## src/rtl/posit_field_extract.sv

```systemverilog
// posit_field_extract: two-stage registered decode stage after seed_lookup.
// Stage 1 captures sign, zero/NaR flags, exponent, fraction and the regime
// value k. Stage 2 forms the combined scale k*2^ES + e and the hidden-bit
// mantissa. Optional macro POSIT_FIELD_STATS_EN adds handshake counters
// (stat_count, stat_nar) with a synchronous clear input (stat_clr).
//
// Handshake: a word transfers on a port in any cycle where valid and ready
// are both high at the rising clock edge. A producer holds valid and data
// stable until the transfer; ready may depend combinationally on the
// downstream ready (in_ready follows out_ready with no bubble).
module posit_field_extract #(
    parameter int BITS    = 32,
    parameter int ES      = 2,
    parameter int SCALE_W = 10
) (
    input  logic                     clk,
    input  logic                     rst_n,
    input  logic                     in_valid,
    output logic                     in_ready,
    input  logic [BITS-1:0]          in_raw,
    input  logic [BITS-1:0]          in_seed,
    input  logic [BITS-1:0]          in_shifted,
    output logic                     out_valid,
    input  logic                     out_ready,
    output logic                     out_sign,
    output logic                     out_zero,
    output logic                     out_nar,
    output logic [SCALE_W-1:0]       out_scale,
    output logic [BITS-3-ES:0]       out_mant
`ifdef POSIT_FIELD_STATS_EN
    ,
    input  logic                     stat_clr,
    output logic [31:0]              stat_count,
    output logic [31:0]              stat_nar
`endif
);

    localparam int FRAC_W = BITS - 3 - ES;

    // Stage 1 registers
    logic               s1_valid;
    logic               s1_sign;
    logic               s1_zero;
    logic               s1_nar;
    logic [ES-1:0]      s1_exp;
    logic [FRAC_W-1:0]  s1_frac;
    logic [SCALE_W-1:0] s1_seed;

    // Stage 2 valid (data lives directly in the output registers)
    logic               s2_valid;

    // Flow control and input-side decode
    logic               s2_adv;
    logic               s1_adv;
    logic               raw_zero;
    logic               raw_nar;
    logic [SCALE_W-1:0] scale_calc;

    assign s2_adv    = !s2_valid || out_ready;
    assign s1_adv    = !s1_valid || s2_adv;
    assign in_ready  = s1_adv;
    assign out_valid = s2_valid;

    assign raw_zero  = (in_raw == '0);
    assign raw_nar   = (in_raw == {1'b1, {(BITS-1){1'b0}}});

    // Two's-complement add at SCALE_W: k shifted into the scale position plus
    // the unsigned exponent field.
    assign scale_calc = (s1_seed << ES) + {{(SCALE_W-ES){1'b0}}, s1_exp};

    // Stage 1: capture decoded fields from the upstream word
    always_ff @(posedge clk or negedge rst_n) begin
        if (!rst_n) begin
            s1_valid <= 1'b0;
            s1_sign  <= 1'b0;
            s1_zero  <= 1'b0;
            s1_nar   <= 1'b0;
            s1_exp   <= '0;
            s1_frac  <= '0;
            s1_seed  <= '0;
        end else if (s1_adv) begin
            s1_valid <= in_valid;
            s1_sign  <= in_raw[BITS-1] && !raw_nar;
            s1_zero  <= raw_zero;
            s1_nar   <= raw_nar;
            s1_exp   <= in_shifted[BITS-1 -: ES];
            s1_frac  <= in_shifted[BITS-1-ES -: FRAC_W];
            s1_seed  <= in_seed[SCALE_W-1:0];
        end
    end

    // Stage 2: form scale and mantissa, forcing both to zero for zero/NaR
    always_ff @(posedge clk or negedge rst_n) begin
        if (!rst_n) begin
            s2_valid  <= 1'b0;
            out_sign  <= 1'b0;
            out_zero  <= 1'b0;
            out_nar   <= 1'b0;
            out_scale <= '0;
            out_mant  <= '0;
        end else if (s2_adv) begin
            s2_valid <= s1_valid;
            out_sign <= s1_sign;
            out_zero <= s1_zero;
            out_nar  <= s1_nar;
            if (s1_zero || s1_nar) begin
                out_scale <= '0;
                out_mant  <= '0;
            end else begin
                out_scale <= scale_calc;
                out_mant  <= {1'b1, s1_frac};
            end
        end
    end

`ifdef POSIT_FIELD_STATS_EN
    logic out_hs;
    assign out_hs = s2_valid && out_ready;

    // Saturating handshake counters; clear wins over increment
    always_ff @(posedge clk or negedge rst_n) begin
        if (!rst_n) begin
            stat_count <= '0;
            stat_nar   <= '0;
        end else if (stat_clr) begin
            stat_count <= '0;
            stat_nar   <= '0;
        end else if (out_hs) begin
            if (stat_count != '1) stat_count <= stat_count + 32'd1;
            if (out_nar && (stat_nar != '1)) stat_nar <= stat_nar + 32'd1;
        end
    end
`endif

endmodule

```

## config.mk

```make
export PLATFORM = sky130hd
export DESIGN_NAME = posit_field_extract
export DESIGN_NICKNAME = d
export VERILOG_FILES = /design/src/rtl/posit_field_extract.sv
export SDC_FILE = /design/constraint.sdc
export NUM_CORES = 1
export LEC_CHECK = 0
export ABC_AREA = 0
export ABC_CLOCK_PERIOD_IN_PS = 1700
export BUFFER_PORTS_ARGS = -buffer_cell sky130_fd_sc_hd__clkbuf_2
export CAP_MARGIN = 20
export CORE_MARGIN = 1.5
export CORE_UTILIZATION = 40
export CTS_CLUSTER_SIZE = 24
export DETAILED_ROUTE_END_ITERATION = 8
export GPL_TIMING_DRIVEN = 0
export PLACE_DENSITY_LB_ADDON = 0.1
export SLEW_MARGIN = 20
export SYNTH_ARGS = -nofsm -noshare
export SYNTH_HDL_FRONTEND = slang
export SYNTH_SLANG_ARGS = --single-unit
```

## constraint.sdc

```tcl
create_clock -name clk -period 1.7 [get_ports clk]
set_input_delay 0.255 -clock clk [delete_from_list [all_inputs] [get_ports clk]]
set_output_delay 0.255 -clock clk [all_outputs]
set_load 0.01 [all_outputs]
```

## Yosys cells after proc, flatten, opt, wreduce, memory -nomap -nowiden

Cells that the tools add are included.

| word-level totals | value |
|---|---|
| bits in registers | 83 |
| input port bits | 100 |

| operators by class | value |
|---|---|
| $add $sub $neg | 1 |
| eq/ne operators | 1 |
| multiplexer cells | 2 |
| reduce and logical (&&, ||, !) cells | 8 |

Operators by type and width:

| operator | number |
|---|---|
| $eq 32x32->1 const B | 1 |
| $logic_not 32->1 | 1 |
| $mux 28 | 1 |
| $add 10x2->10 | 1 |
| $mux 10 | 1 |
| $logic_not 1->1 | 3 |
| $logic_or 1x1->1 | 3 |
| $logic_and 1x1->1 | 1 |

## Depth between registers and ports, before layout

| logic depth | value |
|---|---|
| depth after elaboration | 3 |
| depth in mapped cells | 5 |
| gate-level depth less buffers | 4 |

## Worst setup path after synthesis

OpenSTA, ideal clock, no wires.

| timing | value |
|---|---|
| path kind | register to register |
| start point | reg s2_valid, in the netlist out_valid |
| end point | reg s1_exp[0] |
| library setup time | 0.125 ns |
| arrival | 1.134 ns |
| required time | 1.575 ns |
| slack | 0.441 ns |
| stages on the path, launching flop included | 5 |
| clock period less this slack | 1.259 ns |
| cells stage by stage | dfrtp_1 -> nor2b_4 -> nand2_2 -> buf_6 -> mux2_4 |

| between the ends | value |
|---|---|
| cells in the longest elaborated chain, start to end | 3 |

RTL lines:

| element | RTL line | RTL |
|---|---|---|
| start: declaration | 50 | `logic s2_valid;` |
| start signal: assignment | 102 | `s2_valid <= s1_valid;` |
| $logic_not 1->1 | 59 | `assign s2_adv = !s2_valid \|\| out_ready;` |
| $logic_or 1x1->1 | 59 |  |
| $logic_or 1x1->1 | 60 | `assign s1_adv = !s1_valid \|\| s2_adv;` |
| end signal: assignment | 86 | `s1_exp <= in_shifted[BITS-1 -: ES];` |
| end: declaration | 45 | `logic [ES-1:0] s1_exp;` |

No other way between the ends.
A chain may end at the register's enable or synchronous reset.

## Worst setup path after layout

| timing | value |
|---|---|
| start point | reg s2_valid, in the netlist out_valid |
| end point | out in_ready |

| between the ends | value |
|---|---|
| cells in the longest elaborated chain, start to end | 3 |

RTL lines:

| element | RTL line | RTL |
|---|---|---|
| $logic_not 1->1 | 59 |  |
| $logic_or 1x1->1 | 59 |  |
| $logic_or 1x1->1 | 60 |  |
| end: declaration | 19 | `output logic in_ready,` |

No other way between the ends.

==> reports/results.ini <==
[run_status]
status = finished clean

[yosys]
synth_area_um2 = 3230
yosysWarnings = 0
synthCells = 198
synth_cell_types = 26
synth_top_family_by_area = multiplexers
ys_ff_latch = 83
synth-simple-area-share_pct = 3.71
syn_area_per_cell_um2 = 16.3
synthArstFlopShare_pct = 100
synth_compound_area_share_pct = 11.3
synthAdderAreaFrac_pct = 0
synth_xor_area_share_pct = 0
synth_flop_cell = dfrtp_1
syn-num-nets = 298
synth_edf_count = 0
synth.area.mux_share_pct = 17.8
synth.yosys.seq_area_share_pct = 64.2

[timing]
maxSlewViolCount = 0
final_hold_viol_count = 0
setup_violations = 0
maxSlewHeadroom_pct = 57.0
fin_hold_ws_ps = 102
skew_ps = 7.23
min_period_ps = 1550
worstMarginPinSlew_ps = 646
max_freq_ghz = 0.643
final.period_utilization_pct = 91.4
rsz0062_at_grt = no

[critical_path]
arrival_ps = 1300
startpoint_type = flip-flop
endpoint_kind = primary output
worst_path_largest_cell_delay_ps = 360
cp.required_ps = 1440
path_max_fanout = 10
crit_path_cell_trace = nor2b_4 > nand2_4 > buf_8 > clkbuf_2
critPathKind = flip-flop to primary output
slowest_stage = dfrtp_1

[cells_and_area]
antenna_cells = 0
final_layout_size_suffix_gt1_share_pct = 55.9
fillCellCount = 686
nNetsFinal = 425
area_growth_pct = 29.3
design_area_um2 = 4180

[clocking]
cts.path.max_buffers = 2
clk_pin_slew_ps = 70
cts_root_buf = clkbuf_8
numCtsBuffers = 9
cts.sink_count = 83
cts_tree = yes
cts_htree_levels = 3
clk_latency_ps = 340

[routing]
vias = 2170
drtIter0Drc = 30
finalWirelength_mm = 6.76
detail-route-antenna-nets = 0
drtPass1Iterations = 4
wl_per_cell_um = 15.7
route.detailed.drc = 0
viasPerCell = 5.03

[global_route]
grt.total_usage_pct = 16.5
antenna_found_initial = 0
grt_first_pass_wirelength_mm = 10.9
grt.overflow.total = 0
grt_pass1_vias = 2179
grt_max_degree = 84

[place]
port_buffers = 115
gp_congestion = 0.818
dp_hpwl_mm = 4.63
placed_area_um2 = 3950

[power]
ir_drop_mv = 0.492
cellLeakagePower_nw = 2.20
power_density_nw_per_um2 = 1110

[floorplanning]
rows = 32
initial_core_util_pct = 41.6
dieArea_um2 = 8630
die_y_um = 92.9
core_um2 = 7770
die_x_um = 92.9
ios = 143

[worst_hold_path]
min_path_type = input port to flip-flop

[run]
max_cap_viol_count = 0

-- logic make-up (layout without fill, tap and decap cells) --
group | count (synthesis) | count (layout)
and+or+nand+nor | 19 | 19
DFF | 83 | 83
muxes | 39 | 39
buffers and inverters | 14 | 145
AOI/OAI and AO/OA | 43 | 43
-- stage by stage --
stage | power, mW | setup TNS, ps | std cells | util (%) | setup WS, ps
after CTS | 4.68 | 0 | 431 | 53.7 | 43.5
after detailed placement | 3.14 | 0 | 415 | 50.8 | 342
after global placement | 3.13 | -43070 | 415 | 50.7 | -523
after global routing | 4.85 | 0 | 431 | 53.8 | 62.4
after floorplan | 2.78 | 0 | 198 | - | 441
final | 4.62 | 0 | 431 | 53.8 | 146
-- registers in the layout, indices dropped and copies added (netlist names), 2 cells and up --
name       flops
s1_seed        8
s1_exp         2
out_scale     10
s1_frac       27
out_mant      28
-- placed cells by master, fill, tap and decap left out, types with 2 or more instances in the layout --
master,n
a22o_1,37
buf_2,6
buf_4,2
buf_6,3
bufinv_16,2
clkbuf_1,2
clkbuf_2,114
clkbuf_8,11
clkinvlp_4,2
dfrtp_1,83
mux2_2,3
mux2_4,36
nand2_1,2
nand4_1,2
nor4_1,7
-- cells in the mapped netlist (2+ instances only) --
cell type / n / area, um2
nand4_1: 2 / 12.5
nand2_1: 2 / 7.51
mux2_2: 3 / 33.8
mux2_4: 36 / 541
buf_4: 2 / 15.0
dfrtp_1: 83 / 2080
buf_6: 4 / 45.0
a22o_1: 37 / 324
buf_2: 6 / 30.0
nor4_1: 7 / 43.8
-- critical path: cells and delay by family (launching register included) --
kind | cells | cell delay [ps]
buffers and inverters | 2 | 300
flip-flops | 1 | 360
AND/OR/NAND/NOR | 2 | 300
-- power breakdown --
group	internal, mW	leakage [nW]	switching, mW	total [mW]
sequential	2.20	0.989	0.129	2.33
clock	0.860	0.102	0.668	1.53
combinational	0.421	1.11	0.345	0.766
-- routing by layer --
layer  vias to the layer above  wire, um  global-route usage, %
li1                        992         -                      -
met5                         -         0                      0
met4                         0        91                   6.44
met1                      1083      3270                   23.4
met2                        85      2990                   24.0
met3                        10       403                   4.11
-- final cells by class --
cell class                 count  area [um2]  share of cell area, %
tap                          102         128                   3.05
inverter                       1        3.75                 0.0898
buffer                        13        97.6                   2.33
sequential                    83        2080                   49.7
timing repair buffer         116         594                   14.2
clock inverter                 4        75.1                   1.80
clock buffer                  11         141                   3.38
multi-input combinational    101        1060                   25.5
-- final timing paths --
path | start | to | slack [ps] | cells past startpoint
min reg2reg | s1_frac[22] | out_mant[22] | 490 | 1
min | in_valid | s1_valid | 100 | 2
min in group asynchronous | rst_n | out_mant[22] | 510 | 2
max in group asynchronous | rst_n | s1_frac[9] | 730 | 2
max reg2reg | out_valid | out_mant[12] | 330 | 4
max | out_valid | in_ready | 150 | 4
-- timing repair --
item / in CTS / in global routing
resized for setup: 0 / 2
endpoints found under the setup margin: 0 / 1
hold endpoints to repair: 83 / 0
hold buffers: 1 / 0
setup buffers: 0 / 0
Power figures use the tool's default switching activity.
